--- config.mk ---
export PLATFORM = sky130hd
export DESIGN_NAME = vga_sync_monitor
export DESIGN_NICKNAME = d
export VERILOG_FILES = /design/src/rtl/vga_sync_monitor.sv
export SDC_FILE = /design/constraint.sdc
export NUM_CORES = 1
export LEC_CHECK = 0
export CAP_MARGIN = 0
export CORE_AREA = 3 3 95 97
export CTS_CLUSTER_SIZE = 24
export DETAILED_ROUTE_END_ITERATION = 6
export DIE_AREA = 0 0 98 100
export GPL_TIMING_DRIVEN = 0
export PLACE_DENSITY = 0.55
export SYNTH_ARGS = -nofsm -noshare
export SYNTH_HDL_FRONTEND = slang
export SYNTH_SLANG_ARGS = --single-unit
export TNS_END_PERCENT = 20
--- constraint.sdc ---
create_clock -name dclk -period 2.94 [get_ports dclk]
set_input_delay 0.588 -clock dclk [delete_from_list [all_inputs] [get_ports dclk]]
set_output_delay 0.588 -clock dclk [all_outputs]
set_load 0.005 [all_outputs]
--- src/rtl/vga_sync_monitor.sv ---
// Receive-side VGA timing checker: recovers pixel coordinates from hsync/vsync
// edges, checks line/frame periods and tracks lock status.
module vga_sync_monitor #(
  parameter int H_TOTAL     = 800,
  parameter int H_PULSE     = 96,
  parameter int H_BP        = 144,
  parameter int H_ACTIVE    = 640,
  parameter int V_TOTAL     = 521,
  parameter int V_BP        = 31,
  parameter int V_ACTIVE    = 480,
  parameter int SYNC_POL    = 0,
  parameter int LOCK_FRAMES = 2
) (
  input  logic       dclk,
  input  logic       clr,
  input  logic       hsync,
  input  logic       vsync,
  output logic [9:0] x,
  output logic [9:0] y,
  output logic       active,
  output logic       frame_start,
  output logic       locked,
  output logic       h_err,
  output logic       v_err,
  output logic [7:0] err_cnt
);

  localparam logic        ACT       = (SYNC_POL != 0);
  localparam logic [9:0]  H_END     = 10'(H_TOTAL - 1);
  localparam logic [9:0]  H_PW_END  = 10'(H_PULSE - 1);
  localparam logic [9:0]  V_END     = 10'(V_TOTAL - 1);
  localparam logic [9:0]  H_OFF     = 10'(H_BP);
  localparam logic [9:0]  V_OFF     = 10'(V_BP);
  localparam logic [10:0] H_LO      = 11'(H_BP);
  localparam logic [10:0] H_HI      = 11'(H_BP + H_ACTIVE);
  localparam logic [10:0] V_LO      = 11'(V_BP);
  localparam logic [10:0] V_HI      = 11'(V_BP + V_ACTIVE);
  localparam logic [7:0]  LOCK_LAST = 8'(LOCK_FRAMES - 1);
  localparam logic [9:0]  CNT_MAX   = 10'd1023;
  localparam logic [9:0]  CNT_PRE   = 10'd1022;

  typedef enum logic [1:0] {SEARCH, ACQUIRE, LOCKED} state_t;

  state_t     state;
  logic       hs_q, vs_q;
  logic [9:0] hcnt, vcnt;
  logic       h_first;
  logic       h_seen;
  logic [7:0] good;

  logic hs_on, vs_on, hs_lead, hs_trail, vs_lead;
  logic h_bad, v_bad, h_win, v_win, in_win;

  assign hs_on    = (hsync == ACT);
  assign vs_on    = (vsync == ACT);
  assign hs_lead  = hs_on && (hs_q != ACT);
  assign hs_trail = !hs_on && (hs_q == ACT);
  assign vs_lead  = vs_on && (vs_q != ACT);

  // The first hsync edge after reset/SEARCH and the first vsync edge seen in
  // SEARCH have no previous edge to be measured against.
  assign h_bad = (hs_lead && !h_first && hcnt != H_END)
              || (hs_trail && hcnt != H_PW_END)
              || (!hs_lead && hcnt == CNT_PRE);
  assign v_bad = (vs_lead && state != SEARCH && vcnt != V_END)
              || (!vs_lead && hs_lead && vcnt == CNT_PRE);

  assign h_win  = ({1'b0, hcnt} >= H_LO) && ({1'b0, hcnt} < H_HI);
  assign v_win  = ({1'b0, vcnt} >= V_LO) && ({1'b0, vcnt} < V_HI);
  assign in_win = locked && h_win && v_win;

  always_ff @(posedge dclk or posedge clr) begin
    if (clr) begin
      hs_q    <= ~ACT;
      vs_q    <= ~ACT;
      hcnt    <= '0;
      vcnt    <= '0;
      h_first <= 1'b1;
    end else begin
      hs_q <= hsync;
      vs_q <= vsync;
      if (hs_lead)
        hcnt <= '0;
      else if (hcnt != CNT_MAX)
        hcnt <= hcnt + 10'd1;
      if (vs_lead)
        vcnt <= '0;
      else if (hs_lead && vcnt != CNT_MAX)
        vcnt <= vcnt + 10'd1;
      if (state == LOCKED && (h_err || v_err))
        h_first <= 1'b1;
      else if (hs_lead)
        h_first <= 1'b0;
    end
  end

  always_ff @(posedge dclk or posedge clr) begin
    if (clr) begin
      x           <= '0;
      y           <= '0;
      active      <= 1'b0;
      frame_start <= 1'b0;
      h_err       <= 1'b0;
      v_err       <= 1'b0;
      err_cnt     <= '0;
    end else begin
      active      <= in_win;
      x           <= in_win ? hcnt - H_OFF : '0;
      y           <= in_win ? vcnt - V_OFF : '0;
      frame_start <= vs_lead;
      h_err       <= h_bad;
      v_err       <= v_bad;
      if ((h_bad || v_bad) && err_cnt != 8'hFF)
        err_cnt <= err_cnt + 8'd1;
    end
  end

  // Lock tracking runs off the registered pulses, so locked follows an error
  // pulse by one cycle.
  always_ff @(posedge dclk or posedge clr) begin
    if (clr) begin
      state  <= SEARCH;
      locked <= 1'b0;
      good   <= '0;
      h_seen <= 1'b0;
    end else begin
      case (state)
        SEARCH: begin
          good   <= '0;
          h_seen <= 1'b0;
          if (frame_start)
            state <= ACQUIRE;
        end
        ACQUIRE: begin
          if (frame_start) begin
            h_seen <= 1'b0;
            if (h_err || v_err || h_seen) begin
              good <= '0;
            end else if (good == LOCK_LAST) begin
              good   <= '0;
              state  <= LOCKED;
              locked <= 1'b1;
            end else begin
              good <= good + 8'd1;
            end
          end else if (h_err || v_err) begin
            good   <= '0;
            h_seen <= 1'b1;
          end
        end
        LOCKED: begin
          if (h_err || v_err) begin
            state  <= SEARCH;
            locked <= 1'b0;
          end
        end
        default: begin
          state  <= SEARCH;
          locked <= 1'b0;
        end
      endcase
    end
  end

endmodule

==> reports/metrics.yaml, run 1 <==
synth_top_cells_by_area: "sky130_fd_sc_hd__dfrtp_1, sky130_fd_sc_hd__nor2_1, sky130_fd_sc_hd__ha_1"
clock_power_share_pct: 33.1
dp_hpwl_mm: 4.596
layout.area.seq_um2: 1680
cts_hold_buffers: 0
antenna_diode_count: 0
placeableCoreArea_um2: 8217
power.leakage_nw: 1.798
antenna_found_initial: 0
global_route_wire_length_before_repair_mm: 11.41
clockRootBuffer: "sky130_fd_sc_hd__clkbuf_8"
power_report.internal_total_mw: 1.692
netlist.top_cell.by_area: "sky130_fd_sc_hd__dfrtp_1"
route.detailed.drc: 0
fp.dieArea_um2: 9800
clock.fmax_ghz: 0.4244
ys_ff_latch: 67
floorplan.initialDensity_pct: 40.11
synthesis.yosys.warnings: 0
synthesis.instances: 330
synth_top_cell_area_share_pct: 48.60
cts.repair.resized: 0
synth-async-reset-ratio_pct: 100.0
hold_violations: 0
drt-pass1-iter-count: 5
detailroute.via_count: 2445
power_switching_share_pct: 28.85
dp_slack_ns: 0.2247
floorplan.rows: 33
min_period_ns: 2.356
post_synthesis_sequential_area_ratio_pct: 50.99
report.final.slew_viol_count: 0
critPathMaxFanout: 7
hp-class: "reg2reg"
slew_hr_pct: 46.26
cap_viol_max_count: 0
setup-violations-final: 0
via_density: 5.021
comb_power_share_pct: 19.0
finalCritPeriodShare_pct: 80.14
filler_cell_count: 779
clk_pin_slew_worst_paths_ns: 0.08
number_of_enable_flip_flop_cells_after_synthesis: 0
drive_gt1_share_pct: 10.47
yosys_most_used_dff: "sky130_fd_sc_hd__dfrtp_1"
globalRoute.totalOverflow: 0
chipHeight_um: 100
pin_count_of_the_biggest_net_entering_global_routing: 68
cts_sinks: 67
final_antenna_net_count: 0
drt_wl_total_mm: 6.665
cts.repair_timing.setup_buffer_count: 0
run_status: "finished, final reports clean"
globalRouteTotalUtil_pct: 14.60
timing_worst_slew_pin_value_ns: 0.8061
clockBufferDepth: 2
tritoncts_clock_tree: "done"
cts_inserted_buffers: 9
syn_area_um2: 3296
multi_input_area_um2: 1495
power_density_nw_per_um2: 595.5
buffer_ports.inserted: 36
timing.hold.ws_ns: 0.4906
synth.net_count: 346
fin_worst_skew_ns: 0.01140
gp_congestion: 0.8339
worstSetupStartpointType: "input port"
area_delta_synth_final_pct: 21.18
unrepaired_setup_endpoints_after_global_routing: "false"
synth_cell_types: 55
worst_vdd_drop_mv: 0.3333
num-nets-final: 393
cts-htree-levels: 3
critical_path_required_ns: 3.17
p_seq_share_pct: 47.8
syn-mean-instance-area_um2: 9.987
x_dimension_of_the_die_um: 98
endpoint_kind: "flop"
data_arrival_time_of_the_critical_path_ns: 2.59
clk_latency_ns: 0.34
drt-initial-drc-count: 90
final_critical_path_setup_slack_ns: 0.5840
grt_pass1_vias: 2363
netSwitchingPower_mw: 0.6862
criticalPathCategory: "in2reg"
io_pins: 37
route.detailed.wl_per_inst_um: 13.69
[per-layer routing]
layer | wire, um | part of all wire [%] | track usage [%] | vias to the layer above
met2 | 3158 | 47 | 23.51 | 34
met4 | 110 | 1.7 | 6.390 | 0
met3 | 167 | 2.5 | 3.058 | 13
li1 | - | - | - | 1220
met5 | 0 | 0 | 0 | -
met1 | 3229 | 48 | 19.13 | 1178
[kinds of logic after synthesis]
group / synth area share (%)
flip-flops: 50.99
adder cells (fa/ha/maj): 4.556
AO/OA/AOI/OAI: 9.568
buffers and inverters: 3.644
multiplexers: 1.101
AND/OR/NAND/NOR: 23.23
XOR/XNOR: 6.910
[placed cells by master, fill, tap and decap left out, drive strengths merged, types with 8 or more instances in the layout]
master | synthesis | final
xor2 | 13 | 13
o21ai | 26 | 26
clkbuf | 3 | 15
and3 | 10 | 10
nor3 | 8 | 8
ha | 12 | 12
dfrtp | 64 | 64
xnor2 | 13 | 13
nand3 | 16 | 16
inv | 15 | 15
nand2 | 26 | 26
nor2 | 45 | 45
clkdlybuf4s50 | 0 | 36
nand2b | 9 | 9
a21oi | 10 | 10
buf | 8 | 8
[final timing paths]
check,from,to,slack [ns],depth (start not counted)
max reg2reg,hcnt[5],err_cnt[1],0.65,7
min reg2reg,h_first,h_first,0.49,2
max,hsync,err_cnt[1],0.58,6
max in group asynchronous,clr,y[7],1.65,2
min in group asynchronous,clr,good[5],0.76,2
min,h_first,h_first,0.49,2
[power by group through the flow]
stage | combinational, mW | clock [mW] | sequential, mW
after CTS | 0.463 | 0.817 | 1.14
after global routing | 0.516 | 0.860 | 1.16
after detailed placement | 0.460 | 0 | 1.15
final | 0.453 | 0.788 | 1.14
after global placement | 0.454 | 0 | 1.15
after floorplan | 0.278 | 0 | 1.13
[cell usage after synthesis, types with 7 or more instances]
master / number
sky130_fd_sc_hd__dfrtp_1: 64
sky130_fd_sc_hd__nor2_1: 45
sky130_fd_sc_hd__nand2_1: 26
sky130_fd_sc_hd__o21ai_0: 22
sky130_fd_sc_hd__nand3_1: 16
sky130_fd_sc_hd__inv_1: 15
sky130_fd_sc_hd__xnor2_1: 13
sky130_fd_sc_hd__xor2_1: 13
sky130_fd_sc_hd__ha_1: 12
sky130_fd_sc_hd__a21oi_1: 10
sky130_fd_sc_hd__and3_1: 9
sky130_fd_sc_hd__nand2b_1: 9
sky130_fd_sc_hd__nor3_1: 7
[sequential cells by signal, indices dropped and copies added, names as in the netlist]
register     cells
active           1
err_cnt          8
frame_start      1
good             8
h_err            1
h_first          1
h_seen           1
hcnt            10
hs_q             1
locked           1
state            2
v_err            1
vcnt            10
vs_q             1
x               10
y               10
[final cells by class]
type,instances,share of cell area [%]
sequential,67,42.07
inverter,15,1.472
clock inverter,4,1.222
clock buffer,12,3.885
multi-input combinational,237,37.44
timing repair buffer,36,9.023
buffer,11,1.598
tap,105,3.289
[critical path, cell delays in order]
cell and delay [ns]:
sky130_fd_sc_hd__clkdlybuf4s50_1 0.48, sky130_fd_sc_hd__nand2b_1 0.28, sky130_fd_sc_hd__and3_1 0.22, sky130_fd_sc_hd__a211o_1 0.37, sky130_fd_sc_hd__o21ai_4 0.31, sky130_fd_sc_hd__mux2_4 0.33
[metrics by stage]
step | TNS, ns | power, mW | area, um^2 | instances | util (%)
6_report | 0 | 2.378 | 3994 | 487 | 48.61
4_1_cts | 0 | 2.419 | 3994 | 487 | 48.61
2_1_floorplan | 0 | 1.412 | 3296 | 330 | -
3_3_place_gp | -35.59 | 1.605 | 3787 | 471 | 46.09
5_1_grt | 0 | 2.533 | 3994 | 487 | 48.61
3_5_place_dp | 0 | 1.615 | 3790 | 471 | 46.12
Note: power is estimated with default switching activity, not from simulation.
==> run 2: changes to the inputs <==
==> constraint.sdc (replaced) <==
create_clock -name dclk -period 2.4 [get_ports dclk]
set_input_delay 0.48 -clock dclk [delete_from_list [all_inputs] [get_ports dclk]]
set_output_delay 0.48 -clock dclk [all_outputs]
set_load 0.005 [all_outputs]
==> run 2 against run 1 <==
Worst hold slack about the same. Cell count increased by 0.21%. Clock skew decreased by 0.0035 ns. Combinational power increased by 23%. Critical path type is now reg2reg.
==> reports/metrics.yaml, run 2 (synthesis results as in run 1) <==
area_delta_synth_final_pct: 21.64
drt-pass1-iter-count: 4  # -1
antenna_found_initial: 0  # unchanged
setup-violations-final: 0  # unchanged
drt-initial-drc-count: 102  # +13%
data_arrival_time_of_the_critical_path_ns: 2.50  # -0.09 ns
min_period_ns: 2.271
power.leakage_nw: 1.802  # +0.23%
route.detailed.drc: 0  # unchanged
cap_viol_max_count: 0  # unchanged
run_status: "finished, final reports clean"
buffer_ports.inserted: 36  # unchanged
pin_count_of_the_biggest_net_entering_global_routing: 68  # unchanged
worstSetupStartpointType: "flop"
most-common-layout-cells: "sky130_fd_sc_hd__dfrtp_1, sky130_fd_sc_hd__nor2_1, sky130_fd_sc_hd__clkdlybuf4s50_1"
p_seq_share_pct: 47.8  # about the same
clock.fmax_ghz: 0.4403
endpoint_kind: "flop"
cp_cell_sequence: "ha_1 -> nor4bb_2 -> a311oi_1 -> a211o_1 -> o21ai_4 -> mux2_4"
fin_worst_skew_ns: 0.007901  # -0.003502 ns
fp.dieArea_um2: 9800  # unchanged
antenna_diode_count: 0  # unchanged
route.detailed.wl_per_inst_um: 13.61  # -0.53%
netSwitchingPower_mw: 0.8375  # +22%
slew_hr_pct: 46.36  # +0.099 points
hp-class: "reg2reg"
clk_latency_ns: 0.34  # about the same
drive_gt1_share_pct: 11.49  # +1.0 points
final_std_cells_w_o_fill: 488  # +0.21%
layout.area.seq_um2: 1682  # about the same
max_stage_delay_ns: 0.48  # about the same
via_density: 5.002  # -0.37%
leading_cell_type_in_the_layout_fill_and_taps_excluded: "sky130_fd_sc_hd__dfrtp_1"
io_pins: 37  # unchanged
placeableCoreArea_um2: 8217  # unchanged
globalRouteTotalUtil_pct: 14.60  # unchanged
comb_power_share_pct: 19.2  # +0.2 points
crit_path_top_delay_cell: "sky130_fd_sc_hd__dfrtp_1"
tritoncts_clock_tree: "done"
worst_vdd_drop_mv: 0.4084  # +23%
global_route_wire_length_before_repair_mm: 11.41  # unchanged
power_switching_share_pct: 28.74  # -0.11 points
critical_path_required_ns: 2.63  # -0.54 ns
clockRootBuffer: "sky130_fd_sc_hd__clkbuf_8"
grt_pass1_vias: 2363  # unchanged
timing.hold.ws_ns: 0.4910  # +0.0003270 ns
hold_violations: 0  # unchanged
criticalPathCategory: "reg2reg"
cts_hold_buffers: 0  # unchanged
final_antenna_net_count: 0  # unchanged
report.final.slew_viol_count: 0  # unchanged
clk_pin_slew_worst_paths_ns: 0.07  # about the same
unrepaired_setup_endpoints_after_global_routing: "false"
filler_cell_count: 781  # +0.26%
multi_input_area_um2: 1501  # +0.42%
gp_congestion: 0.8339  # unchanged
chipHeight_um: 100  # unchanged
critPathMaxFanout: 8  # +1
num-nets-final: 394  # +0.25%
dp_hpwl_mm: 4.596  # unchanged
cts_sinks: 67  # unchanged
power_density_nw_per_um2: 726.9  # +22%
detailroute.via_count: 2441  # -0.16%
floorplan.initialDensity_pct: 40.11  # unchanged
drt_wl_total_mm: 6.643  # -0.33%
x_dimension_of_the_die_um: 98  # unchanged
timing_worst_slew_pin_value_ns: 0.8046  # -0.001484 ns
finalCritPeriodShare_pct: 94.64
globalRoute.totalOverflow: 0  # unchanged
clock_power_share_pct: 33.0  # about the same
clockBufferDepth: 2  # unchanged
numPlacedInstances: 471  # unchanged
power_report.internal_total_mw: 2.076  # +23%
floorplan.rows: 33  # unchanged
cts-htree-levels: 3  # unchanged
cts_inserted_buffers: 9  # unchanged
## run 2: cell count changes in the layout (fill, tap and decap cells not counted), sizes merged
cell  change
buf       +1
## run 2: worst paths after layout
| path | startpoint | end | slack, ns | cells after the start |
|---|---|---|---|---|
| worst max register to register | hcnt[4] | err_cnt[1] | 0.13 | 6 |
| max in group asynchronous | clr | hcnt[5] | 1.20 | 2 |
| min in group asynchronous | clr | good[5] | 0.65 | 2 |
| worst min register to register | h_first | h_first | 0.49 | 2 |
| worst min-delay path | h_first | h_first | 0.49 | 2 |
| worst max-delay path | hcnt[4] | err_cnt[1] | 0.13 | 6 |
## run 2: timing repair
| item | CTS | global route |
|---|---|---|
| setup endpoints to repair | 0 | 1 |
| setup buffers | 0 | 1 |
| resized for setup | 0 | 3 |
## run 2: power by group through the flow
stage | combinational, mW | clock, mW | sequential [mW]
2_1_floorplan | 0.341 | 0 | 1.39
3_3_place_gp | 0.556 | 0 | 1.41
3_5_place_dp | 0.564 | 0 | 1.41
4_1_cts | 0.568 | 1.00 | 1.39
5_1_grt | 0.636 | 1.05 | 1.42
6_report | 0.559 | 0.962 | 1.39
## run 2: final cells by class
cell class | count | share of cell area [%]
plain buffers | 11 | 1.592
clock buffers | 12 | 3.870
clock inverters | 4 | 1.217
inverters | 15 | 1.467
multi-input cells | 237 | 37.45
flip-flops and latches | 67 | 41.95
well taps | 105 | 3.277
repair buffers | 37 | 9.176
## run 2: routing by layer
layer,global-route usage [%],vias to the layer above,share of wire [%]
met5,0,-,0
met4,6.390,0,1.8
met3,3.058,13,2.6
met2,23.51,32,47
met1,19.13,1170,48
li1,-,1226,-
## run 2: stage by stage
step | setup TNS [ns] | util (%) | total power [mW] | setup slack, ns | cell area [um^2]
after CTS | 0 | 48.61 | 2.963 | 0.1032 | 3994
final | 0 | 48.79 | 2.914 | 0.1287 | 4009
after global routing | 0 | 48.79 | 3.107 | 0.01042 | 4009
after global placement | -64.97 | 46.09 | 1.966 | -0.9916 | 3787
after floorplan | 0 | - | 1.729 | 0.2418 | 3296
after detailed placement | -0.8292 | 46.12 | 1.978 | -0.2073 | 3790
## run 2: critical path, delay by kind of cell, from the launching register on
family / cells / cell delay, ns
muxes: 1 / 0.33
and+or+nand+nor: 1 / 0.29
adders and majority gates: 1 / 0.24
DFF: 1 / 0.48
AOI/OAI and AO/OA: 3 / 0.81
